**src/rtl/channelized_dds_sequencer_pkg.sv**
```systemverilog
// Shared types for the DDS sequencer: DDS control word, table entry and FSM states.
// Types only; no latency or flow control.
package channelized_dds_sequencer_pkg;

   localparam int DDS_NUM_CHANNELS        = 16;
   localparam int DDS_CHANNEL_INDEX_WIDTH = $clog2(DDS_NUM_CHANNELS);

   typedef enum logic [1:0] {
      dds_control_type_none      = 2'd0,
      dds_control_type_lfsr      = 2'd1,
      dds_control_type_sin_sweep = 2'd2,
      dds_control_type_sin_step  = 2'd3
   } dds_control_type_t;

   typedef struct packed {
      logic [7:0]  gain;
      logic [15:0] initial_phase;
   } dds_setup_data_t;

   typedef struct packed {
      logic signed [15:0] sweep_start;
      logic signed [15:0] sweep_stop;
      logic [15:0]        phase_inc;
   } dds_control_data_t;

   typedef struct packed {
      logic                               valid;
      logic [DDS_CHANNEL_INDEX_WIDTH-1:0] channel_index;
      dds_setup_data_t                    setup_data;
      dds_control_type_t                  control_type;
      dds_control_data_t                  control_data;
   } dds_control_t;

   typedef struct packed {
      logic              enable;
      dds_setup_data_t   setup_data;
      dds_control_type_t control_type;
      dds_control_data_t control_data;
   } dds_sequencer_entry_t;

   // Table payload without the enable bit, which lives in a resettable vector.
   typedef struct packed {
      dds_setup_data_t   setup_data;
      dds_control_type_t control_type;
      dds_control_data_t control_data;
   } dds_sequencer_payload_t;

   typedef enum logic [1:0] {
      S_IDLE   = 2'd0,
      S_LOAD   = 2'd1,
      S_ACTIVE = 2'd2,
      S_CLEAR  = 2'd3
   } dds_sequencer_state_t;

endpackage

```
**src/rtl/channelized_dds_sequencer_table.sv**
```systemverilog
// Per-channel program table: one write port, one read port with 1-cycle registered latency.
// No backpressure; only the enable bits are reset, payload powers up undefined.
module channelized_dds_sequencer_table
   import channelized_dds_sequencer_pkg::*;
#(
   parameter int NUM_CHANNELS = DDS_NUM_CHANNELS,
   parameter int ADDR_WIDTH   = $clog2(NUM_CHANNELS)
) (
   input  logic                    Clk,
   input  logic                    Rst,
   input  logic                    wr_en_i,
   input  logic [ADDR_WIDTH-1:0]   wr_addr_i,
   input  dds_sequencer_entry_t    wr_entry_i,
   input  logic                    rd_en_i,
   input  logic [ADDR_WIDTH-1:0]   rd_addr_i,
   output dds_sequencer_entry_t    rd_entry_o
);

   dds_sequencer_payload_t mem_q [NUM_CHANNELS];
   dds_sequencer_payload_t rd_payload_q;
   logic [NUM_CHANNELS-1:0] enable_q;
   logic                    rd_enable_q;

   always_ff @(posedge Clk) begin
      if (wr_en_i) begin
         mem_q[wr_addr_i] <= '{setup_data:   wr_entry_i.setup_data,
                               control_type: wr_entry_i.control_type,
                               control_data: wr_entry_i.control_data};
      end
      if (rd_en_i) begin
         rd_payload_q <= mem_q[rd_addr_i];
      end
   end

   always_ff @(posedge Clk) begin
      if (Rst) begin
         enable_q    <= '0;
         rd_enable_q <= 1'b0;
      end else begin
         if (wr_en_i) begin
            enable_q[wr_addr_i] <= wr_entry_i.enable;
         end
         if (rd_en_i) begin
            rd_enable_q <= enable_q[rd_addr_i];
         end
      end
   end

   always_comb begin
      rd_entry_o.enable       = rd_enable_q;
      rd_entry_o.setup_data   = rd_payload_q.setup_data;
      rd_entry_o.control_type = rd_payload_q.control_type;
      rd_entry_o.control_data = rd_payload_q.control_data;
   end

endmodule

```
**src/rtl/channelized_dds_sequencer.sv**
```systemverilog
// Streams the channel table into the DDS on dwell start, then gates transmit; sweeps all channels to none on stop.
// Writes lag the start pulse by 2 cycles, one channel per cycle; no backpressure, host writes dropped while busy.
module channelized_dds_sequencer
   import channelized_dds_sequencer_pkg::*;
#(
   parameter int NUM_CHANNELS        = DDS_NUM_CHANNELS,
   parameter int CHANNEL_INDEX_WIDTH = $clog2(NUM_CHANNELS)
) (
   input  logic                           Clk,
   input  logic                           Rst,
   input  logic                           Cfg_valid,
   input  logic [CHANNEL_INDEX_WIDTH-1:0] Cfg_channel_index,
   input  dds_sequencer_entry_t           Cfg_entry,
   input  logic                           Dwell_start,
   input  logic                           Dwell_stop,
   output dds_control_t                   Control_data,
   output logic                           Dwell_active_transmit,
   output logic                           Busy,
   output logic                           Done,
   output logic                           Cfg_error
);

   localparam int CNT_WIDTH = CHANNEL_INDEX_WIDTH + 1;
   localparam logic [CNT_WIDTH-1:0] LAST_CHANNEL  = CNT_WIDTH'(NUM_CHANNELS - 1);
   localparam logic [CNT_WIDTH-1:0] CHANNEL_COUNT = CNT_WIDTH'(NUM_CHANNELS);

   dds_sequencer_state_t state_q, state_d;
   logic [CNT_WIDTH-1:0] cnt_q, cnt_d;
   logic stop_pending_q, stop_pending_d;
   logic tx_q, tx_d;
   logic out_vld_q, out_vld_d;
   logic out_clear_q, out_clear_d;
   logic [CHANNEL_INDEX_WIDTH-1:0] out_idx_q, out_idx_d;
   logic done_q, done_d;
   logic cfg_err_q, cfg_err_d;

   logic tbl_wr_en;
   logic tbl_rd_en;
   dds_sequencer_entry_t tbl_rd_entry;

   channelized_dds_sequencer_table #(
      .NUM_CHANNELS (NUM_CHANNELS),
      .ADDR_WIDTH   (CHANNEL_INDEX_WIDTH)
   ) u_table (
      .Clk        (Clk),
      .Rst        (Rst),
      .wr_en_i    (tbl_wr_en),
      .wr_addr_i  (Cfg_channel_index),
      .wr_entry_i (Cfg_entry),
      .rd_en_i    (tbl_rd_en),
      .rd_addr_i  (cnt_q[CHANNEL_INDEX_WIDTH-1:0]),
      .rd_entry_o (tbl_rd_entry)
   );

   always_ff @(posedge Clk) begin
      if (Rst) begin
         state_q        <= S_IDLE;
         cnt_q          <= '0;
         stop_pending_q <= 1'b0;
         tx_q           <= 1'b0;
         out_vld_q      <= 1'b0;
         out_clear_q    <= 1'b0;
         out_idx_q      <= '0;
         done_q         <= 1'b0;
         cfg_err_q      <= 1'b0;
      end else begin
         state_q        <= state_d;
         cnt_q          <= cnt_d;
         stop_pending_q <= stop_pending_d;
         tx_q           <= tx_d;
         out_vld_q      <= out_vld_d;
         out_clear_q    <= out_clear_d;
         out_idx_q      <= out_idx_d;
         done_q         <= done_d;
         cfg_err_q      <= cfg_err_d;
      end
   end

   always_comb begin
      state_d        = state_q;
      cnt_d          = cnt_q;
      stop_pending_d = stop_pending_q;
      tx_d           = 1'b0;
      out_vld_d      = 1'b0;
      out_clear_d    = 1'b0;
      out_idx_d      = '0;
      done_d         = 1'b0;
      tbl_rd_en      = 1'b0;
      tbl_wr_en      = Cfg_valid && (state_q == S_IDLE);
      cfg_err_d      = Cfg_valid && (state_q != S_IDLE);
      unique case (state_q)
         S_IDLE: begin
            if (Dwell_start) begin
               state_d = S_LOAD;
               cnt_d   = '0;
            end
         end
         S_LOAD: begin
            tbl_rd_en = 1'b1;
            out_vld_d = 1'b1;
            out_idx_d = cnt_q[CHANNEL_INDEX_WIDTH-1:0];
            if (Dwell_stop) begin
               stop_pending_d = 1'b1;
            end
            if (cnt_q == LAST_CHANNEL) begin
               state_d = S_ACTIVE;
               cnt_d   = '0;
            end else begin
               cnt_d = cnt_q + CNT_WIDTH'(1);
            end
         end
         S_ACTIVE: begin
            // A stop latched during load still lets transmit rise for one cycle first.
            if (Dwell_stop || (stop_pending_q && tx_q)) begin
               state_d     = S_CLEAR;
               out_vld_d   = 1'b1;
               out_clear_d = 1'b1;
               out_idx_d   = '0;
               cnt_d       = CNT_WIDTH'(1);
            end else begin
               tx_d = 1'b1;
            end
         end
         S_CLEAR: begin
            if (cnt_q == CHANNEL_COUNT) begin
               state_d        = S_IDLE;
               done_d         = 1'b1;
               stop_pending_d = 1'b0;
               cnt_d          = '0;
            end else begin
               out_vld_d   = 1'b1;
               out_clear_d = 1'b1;
               out_idx_d   = cnt_q[CHANNEL_INDEX_WIDTH-1:0];
               cnt_d       = cnt_q + CNT_WIDTH'(1);
            end
         end
         default: state_d = S_IDLE;
      endcase
   end

   always_comb begin
      Control_data = '0;
      if (out_vld_q) begin
         Control_data.valid         = 1'b1;
         Control_data.channel_index = DDS_CHANNEL_INDEX_WIDTH'(out_idx_q);
         if (!out_clear_q && tbl_rd_entry.enable) begin
            Control_data.setup_data   = tbl_rd_entry.setup_data;
            Control_data.control_type = tbl_rd_entry.control_type;
            Control_data.control_data = tbl_rd_entry.control_data;
         end
      end
   end

   assign Dwell_active_transmit = tx_q;
   assign Busy                  = (state_q != S_IDLE);
   assign Done                  = done_q;
   assign Cfg_error             = cfg_err_q;

endmodule

```
**config.mk**
```make
export PLATFORM = sky130hd
export DESIGN_NAME = channelized_dds_sequencer
export DESIGN_NICKNAME = d
export VERILOG_FILES = /design/src/rtl/channelized_dds_sequencer_pkg.sv /design/src/rtl/channelized_dds_sequencer_table.sv /design/src/rtl/channelized_dds_sequencer.sv
export SDC_FILE = /design/constraint.sdc
export NUM_CORES = 1
export LEC_CHECK = 0
export ABC_AREA = 1
export CAP_MARGIN = 20
export CORE_ASPECT_RATIO = 0.6
export CORE_UTILIZATION = 55
export CTS_CLUSTER_DIAMETER = 30
export DETAILED_ROUTE_END_ITERATION = 6
export MAX_ROUTING_LAYER = met4
export PLACE_DENSITY = 0.83
export SYNTH_ARGS = -nofsm -noshare
export SYNTH_HDL_FRONTEND = slang
export SYNTH_SLANG_ARGS = --single-unit
```
**constraint.sdc**
```tcl
create_clock -name Clk -period 8.37 [get_ports Clk]
set_clock_uncertainty 0.05 [all_clocks]
set_input_delay 1.2555 -clock Clk [delete_from_list [all_inputs] [get_ports Clk]]
set_output_delay 1.2555 -clock Clk [all_outputs]
set_load 0.1 [all_outputs]
```
After elaboration in Yosys (flattened, before gate mapping)
Memory sizes are Yosys's and may differ from the RTL's. A register that Yosys moved wholly into a read port is not among the register bits.
Index checks and enable logic that the tools add are counted.
Operators by class
  shift-type cells: 0
  bitwise gates (word level): 2
  $lt $le $gt $ge: 3
  add/sub/neg operators: 1
  reductions and logical operators: 15
  $mul: 0
  muxes and demuxes: 31
  divide/modulo/power cells: 0
  equality and inequality tests: 10
Operator list (count)
  $mux 79: 1
  $mux 74: 1
  $mux 5: 4
  $pmux 5 s4: 1
  $bwmux 16: 1
  $mux 1: 11
  $lt 4x5->1 const B: 2
  $ne 2x2->1 const B: 5
  $mux 2: 4
  $pmux 2 s4: 1
  $pmux 4 s2: 1
  $add 5x1->5 const B: 1
  $eq 5x4->1 const B: 1
  $eq 5x5->1 const B: 1
  $logic_and 1x1->1: 5
  $bmux 1 s4: 1
  $demux 1 s4: 1
  $eq 2x2->1 const B: 2
  $ge 4x1->1 const B: 1
  $mux 4: 1
  $pmux 1 s2: 2
  $reduce_and 4->1: 1
  $reduce_bool 2->1: 2
  $reduce_or 2->1: 2
  other kinds (8): 9
Storage, ports and cells
  flip-flop bits (word level): 34
  output and inout port bits: 83
  word-level logic and storage cells: 74
  memory bits (read-only): 0
  input port bits: 84
  memory bits (writable): 1184
  memories: 1
  latch bits: 0
Memories
  u_table.mem_q: words 16, bits a word 74, read ports 1, clocked after Yosys merged registers in 1, write ports 1, line channelized_dds_sequencer_table.sv:19  | dds_sequencer_payload_t mem_q [NUM_CHANNELS];

Depth between registers and ports, before layout
Gate-level depths: netlist of run 1.
  word-level depth: 5
  depth in mapped cells: 13
  mapped depth without buffers: 10

Modules after synthesis
Synthesis of run 1 repeated with hierarchy kept, for this count alone.
Unflattened totals
  cell total of the unflattened synthesis: 3915
  area total of the unflattened synthesis: 51045.2 um^2
By module, submodules not included
  channelized_dds_sequencer_table: area an instance 49454.9 um^2, cells each 3624, instances 1, sequential area each 38116.6 um^2
  channelized_dds_sequencer: area an instance 1590.3 um^2, cells each 291, instances 1, sequential area each 340.3 um^2

Worst setup path before layout of run 1
OpenSTA, ideal clock, no wires.
  kind: input-to-reg
  start: input port Cfg_valid
  end: register u_table.enable_q[3]
  library setup time: 93 ps
  cell stages on the path: 6
  setup slack: 1057 ps
  path buffers: 0
  data arrival time: 7170 ps
  required time: 8227 ps
  cells stage by stage: nand2_1 > inv_1 > nand3_1 > nor3_1 > o21ai_0 > a21oi_1
Between the ends
  word-level cells in the longest chain between the ends: 1
Ends and longest elaborated chain
  from (decl): line channelized_dds_sequencer.sv:11  | input logic Cfg_valid,
  $logic_and 1x1->1: line channelized_dds_sequencer.sv:89  | tbl_wr_en = Cfg_valid && (state_q == S_IDLE);
  to (signal, indexed assignment): line channelized_dds_sequencer_table.sv:41  | enable_q[wr_addr_i] <= wr_entry_i.enable;
  to (decl): line channelized_dds_sequencer_table.sv:21  | logic [NUM_CHANNELS-1:0] enable_q;
No other way between the ends.
A chain may end at the register's enable or synchronous reset.

==> results.yml, run 1 <==
floorplanning:
  core-area_mm2: 0.09179
  die_x_um: 394.8
  die_y_um: 237.7
  row_count: 86
  ioPinCount: 167
  start_util_pct: 55.47
  dieArea_mm2: 0.09384
clocking:
  cts_tree: "yes"
  cts_hold_buf: 0
  clock-sinks: 1292
  clock_latency_ns: 0.75
  cts_buffers: 142
  post_cts_buffers: 0
  cts_max_level: 4
  cts_resized: 0
  path_clk_slew_ns: 0.06
  clockBufferDepth: 3
  cts-root-buf: "clkbuf_16"
outcome:
  status: "completed"
flow_run:
  drv_cap: 0
logic_synthesis:
  syn-instance-count: 3987
  ys_seq_area_share_pct: 75.53
  async_flop_share_pct: 0
  netlist_area_mm2: 0.05092
  synth_seq_cells: 1292
  yosysUniqueCellTypes: 26
  synth.avg_cell_area_um2: 12.77
  yosysWarnings: 0
  synth_edf_count: 1258
  synthesis.nets: 4080
  synth_ff_type: "edfxtp_1"
timing:
  period_share_pct: 51.51
  hold_violations: 0
  relSlewSlack_pct: 23.14
  tightest_slew_ns: 1.153
  finalMaxSlewViolations: 0
  setup_viol: 0
  min_period_ns: 4.311
  fmax_ghz: 0.2320
  finalSetupTns_ns: 0
  rsz0062_at_grt: "false"
min_path:
  hold_end: "u_table.enable_q[14]"
  whs_path_depth: 2
  hold_path.startpoint: "u_table.enable_q[14]"
  hp-class: "flop to flop"
cells_and_area:
  layout-drive-gt1-share_pct: 7.097
  num-fill-cells: 6275
  ff_latch_area_mm2: 0.03847
  nets: 4180
  stdcell_count: 5443
  syn_to_final_growth_pct: 14.18
  finalCoreUtilization_pct: 63.34
  multi_input_comb_area_mm2: 0.01044
global_route:
  grt_max_degree: 255
  grt_pass1_wl_um: 190000
  grt_overflow: 0
  grt_pass1_vias: 31890
  antenna_found_initial: 12
  grt.total_usage_pct: 27.50
placed_design:
  dp_hpwl_um: 63930
  dpl.cell_count: 5172
  io_buffers: 166
  place_congestion: 0.8313
route:
  firstDrtPassIters: 6
  drc: 0
  drt_iter0_drc: 5152
  wl_per_cell_um: 23.15
  post_drt_via_cell_ratio: 6.084
  postRouteAntennaNets: 0
  vias: 33120
  drt_wl_total_um: 126000
worst_setup_path:
  rrSetupSlack_ns: 4.38
  path_depth: 4
  critPathBufInv: 2
  crit_path_end_kind: "output pin"
  cpPeakStageDelay_ns: 1.15
  crit_required_ns: 7.06
  rr_worst_depth: 8
  cp-start-kind: "flop"
  rr_endpoint: "u_table.rd_entry_o[43]"
  worstPathArrival_ns: 3.01
  r2r-start: "cnt_q[1]"
  crit_fanout: 40
  cp_slowest_cell: "clkdlybuf4s50_1"
  critical_path_class: "flop to output pin"
  path_delay_family: "buffers and inverters"
  crit_path_cell_trace: "nand3b_1 > buf_4 > nor2_1 > clkdlybuf4s50_1"
pwr:
  p_leak_nw: 19.88
  p_per_area_mw_per_mm2: 274.6
  ir_drop_mv: 0.2088
  total_power_mw: 15.97
[Yosys cell counts, types with 2 or more instances]
| cell type | count | area, um2 |
|---|---|---|
| a21oi_1 | 20 | 100.1 |
| clkbuf_1 | 122 | 457.9 |
| o21ai_0 | 417 | 2087 |
| inv_1 | 200 | 750.7 |
| or2_2 | 2 | 12.51 |
| edfxtp_1 | 1258 | 37780 |
| dfxtp_1 | 34 | 680.7 |
| buf_4 | 35 | 262.8 |
| buf_1 | 21 | 78.83 |
| ha_1 | 9 | 112.6 |
| nor3_1 | 6 | 30.03 |
| nand3_1 | 91 | 455.4 |
| o211ai_1 | 149 | 1119 |
| buf_2 | 49 | 245.2 |
| nor2_1 | 840 | 3153 |
| o22ai_1 | 148 | 925.9 |
| nand2_1 | 352 | 1321 |
| o21ai_1 | 201 | 1006 |
| buf_6 | 26 | 292.8 |
[report_power, final]
| part | switching, mW | total, mW | internal, mW |
|---|---|---|---|
| combinational | 1.57 | 2.10 | 0.531 |
| clock | 2.71 | 6.33 | 3.62 |
| sequential | 0.116 | 7.54 | 7.42 |
| total | 4.40 | 16.0 | 11.6 |
[layout make-up]
class                      instances  area share (%)
antenna                           12         0.05165
clock buffer                     160           6.375
clock inverter                    96           1.844
inverter                         202           1.375
multi-input combinational       2240           17.96
sequential                      1292           66.18
tap                             1232           2.652
timing repair buffer             209           3.560
[metal layers]
layer / wire, um / vias up / track usage, %
met5: 0 / - / -
met4: 2820 / 0 / 9.619
met3: 14960 / 226 / 5.840
met2: 58390 / 2278 / 40.82
met1: 49850 / 16070 / 37.93
li1: - / 14550 / -
[worst register-to-register path, stage by stage, from the launching register on]
cell and delay [ns]:
dfxtp_4 0.93, buf_4 0.94, buf_4 0.98, o21ai_0 0.35, o22ai_1 0.23, nand2_1 0.10
nand2_1 0.13, inv_1 0.06, nand2_1 0.10
[layout by cell type, fill, tap and decap left out, types with 14 or more instances in the layout]
cell type / count
o22ai_1: 148
inv_1: 191
clkdlybuf4s50_1: 166
nand3_1: 91
clkbuf_16: 146
nand2_1: 352
nor2_1: 832
clkinv_1: 15
buf_4: 38
o21ai_1: 201
o211ai_1: 149
edfxtp_1: 1258
dfxtp_1: 30
a21oi_1: 20
inv_6: 17
o21ai_0: 417
clkbuf_1: 14
[through the flow]
step	worst slack (ns)	hold WS (ns)	area, um2
after CTS	3.939	0.4046	58020
after global placement	3.869	0.3968	53240
after global routing	3.873	0.4375	58130
final	4.059	0.4066	58130
after floorplan	1.057	0.3786	50920
after detailed placement	3.842	0.3954	53240
[worst max-delay path by stage]
| stage | start | end |
|---|---|---|
| 5_1_grt | out_vld_q | Control_data[37] |
| 3_5_place_dp | Cfg_channel_index[0] | u_table.enable_q[5] |
| 2_1_floorplan | Cfg_valid | u_table.enable_q[3] |
| 4_1_cts | out_vld_q | Control_data[37] |
| 6_report | out_vld_q | Control_data[37] |
| 3_3_place_gp | Cfg_valid | u_table.enable_q[15] |
[flip-flops by register name, summed over array words and instances, names as in the netlist]
signal                 flops
u_table.mem_q           1184
u_table.rd_entry_o        74
u_table.enable_q          16
cnt_q                      5
out_idx_q                  4
state_q                    2
Cfg_error                  1
Done                       1
Dwell_active_transmit      1
out_clear_q                1
out_vld_q                  1
stop_pending_q             1
u_table.rd_enable_q        1
[cells by family after synthesis]
logic type | count (synthesis) | synth area share [%]
flip-flops | 1292 | 75.53
adder cells (fa/ha/maj) | 9 | 0.2212
AND/OR/NAND/NOR | 1294 | 9.805
XOR/XNOR | 1 | 0.01720
buffers and inverters | 455 | 4.121
AO/OA/AOI/OAI | 936 | 10.31
Note: power is estimated with default switching activity, not from simulation.
==> inputs of run 2 (changes only) <==
==> constraint.sdc (replaced) <==
create_clock -name Clk -period 4 [get_ports Clk]
set_clock_uncertainty 0.05 [all_clocks]
set_input_delay 0.6 -clock Clk [delete_from_list [all_inputs] [get_ports Clk]]
set_output_delay 0.6 -clock Clk [all_outputs]
set_load 0.1 [all_outputs]
==> run 2 against run 1 <==
  * Final area increased by 0.59%
  * Utilization is 0.37 points higher
  * Global-route usage down 0.16 points
  * Sequential power is 110% higher
  * First-iteration DRC count shrank 3.0%
  * Power increased by 110%
  * Wire length down 0.78%
  * Clock-buffer cell count up 1
  * Die area unchanged
  * Largest power group unchanged
==> results.yml, run 2 (same netlist as run 1, synthesis figures left out) <==
worst_setup_path:
  rr_endpoint: "u_table.rd_entry_o[49]"
  path_delay_family: "buffers and inverters"
  crit_path_end_kind: "output pin"
  r2r-start: "cnt_q[0]"
  critPathBufInv: 3
  worstPathArrival_ns: 2.74
  critical_path_class: "flop to output pin"
  cpMostUsedCell: "inv_1"
  cp_slowest_cell: "clkdlybuf4s50_1"
  crit_fanout: 4
  cp-start-kind: "flop"
  crit_required_ns: 3.35
  rrSetupSlack_ns: 1.19
  cpPeakStageDelay_ns: 1.12
  crit_path_cell_trace: "inv_1 > ha_1 > inv_1 > clkdlybuf4s50_1"
  rr_worst_depth: 6
cells_and_area:
  final_cell_mix: "edfxtp_1, nor2_1, o21ai_0, nand2_1, o21ai_1"
  num-fill-cells: 6152
  final_area_mm2: 0.05848
  mostFrequentLayoutCell: "edfxtp_1"
  layout-drive-gt1-share_pct: 9.506
  multi_input_comb_area_mm2: 0.01045
  syn_to_final_growth_pct: 14.85
  stdcell_count: 5464
  regMostFlops: "u_table.mem_q"
  ff_latch_area_mm2: 0.03847
  nets: 4203
  largest_reg_flops: 1184
placed_design:
  place_congestion: 0.8244
  io_buffers: 166
  dp_hpwl_um: 65960
  place_area_mm2: 0.05365
  dpl.cell_count: 5197
timing:
  min_period_ns: 3.391
  relSlewSlack_pct: 35.29
  tightest_slew_ns: 0.9675
  fmax_ghz: 0.2949
  finalMaxSlewViolations: 0
  hold_violations: 0
  period_share_pct: 84.76
  rsz0062_at_grt: "false"
  setup_viol: 0
route:
  drt_wl_total_um: 125000
  firstDrtPassIters: 6
  wl_per_cell_um: 22.88
  postRouteAntennaNets: 0
  drt_iter0_drc: 5000
  drc: 0
  vias: 33280
  post_drt_via_cell_ratio: 6.092
min_path:
  hold_end: "Cfg_error"
  hold_path.startpoint: "Cfg_valid"
  hp-class: "input pin to flop"
  whs_path_depth: 3
clocking:
  cts_max_level: 4
  clockBufferDepth: 3
  cts_resized: 0
  cts-root-buf: "clkbuf_16"
  cts_hold_buf: 0
  cts_tree: "yes"
  path_clk_slew_ns: 0.05
  clock_latency_ns: 0.77
  cts_buffers: 143
  post_cts_buffers: 0
  clock-sinks: 1292
floorplanning:
  die_y_um: 237.7
  ioPinCount: 167
  dieArea_mm2: 0.09384
  die_x_um: 394.8
  row_count: 86
  start_util_pct: 55.47
  core-area_mm2: 0.09179
pwr:
  p_leak_nw: 20.25
  ir_drop_mv: 0.3938
  p_per_area_mw_per_mm2: 574.7
global_route:
  grt.total_usage_pct: 27.34
  grt_pass1_wl_um: 189500
  grt_overflow: 0
  antenna_found_initial: 3
  grt_pass1_vias: 32370
  grt_max_degree: 154
outcome:
  status: "completed"
flow_run:
  drv_cap: 0
-- run 2: changes by cell type in the layout (fill, tap and decap cells not counted), sizes merged --
cell	before	now
clkinv	44	43
bufinv	11	13
inv	231	234
diode	12	3
clkbuf	160	161
clkinvlp	12	15
buf	43	139
clkdlybuf4s50	166	92
-- run 2: layout make-up --
class                   instances  area share [%]
diodes                          3         0.01284
clock buffers                 161           6.308
clock inverters               103           1.928
inverters                     202           1.367
multi-input cells            2240           17.87
flip-flops and latches       1292           65.79
well taps                    1232           2.636
repair buffers                231           4.087
-- run 2: worst min-delay path: stages --
cell and delay [ns]:
clkdlybuf4s50_1 0.43, nand2_1 0.08, nor2_1 0.04
-- run 2: report_power, final --
group,internal (mW),switching [mW]
sequential,15.5,0.208
combinational,1.15,3.36
clock,7.67,5.69
total,24.3,9.27
-- run 2: worst max-delay path by stage --
stage / from / to / slack [ns] / cells past startpoint
2_1_floorplan: Cfg_valid / u_table.enable_q[5] / -0.71 / 6
3_3_place_gp: Cfg_valid / u_table.mem_q[0][52] / 0.93 / 6
3_5_place_dp: Cfg_channel_index[0] / u_table.enable_q[5] / 0.96 / 8
4_1_cts: state_q[0] / Busy / 0.57 / 4
5_1_grt: state_q[0] / Busy / 0.54 / 4
6_report: state_q[0] / Busy / 0.61 / 4
-- run 2: per-stage QoR --
step           worst slack, ns  utilization [%]  TNS, ns  power [mW]  hold slack [ns]
5_1_grt                 0.5447            63.71        0       34.70           0.3914
4_1_cts                 0.5698            63.70        0       33.65           0.3377
3_3_place_gp            0.9334            58.45        0       20.23           0.3898
2_1_floorplan          -0.7074                -  -102.27       19.17           0.3786
6_report                0.6094            63.71        0       33.61           0.3925
3_5_place_dp            0.9584            58.45        0       20.40           0.3987
-- run 2: layer usage --
metal | share of wire (%) | GRT usage [%]
met2 | 46 | 40.26
met4 | 2.8 | 10.37
met3 | 12 | 5.292
met1 | 40 | 38.02
met5 | 0 | -
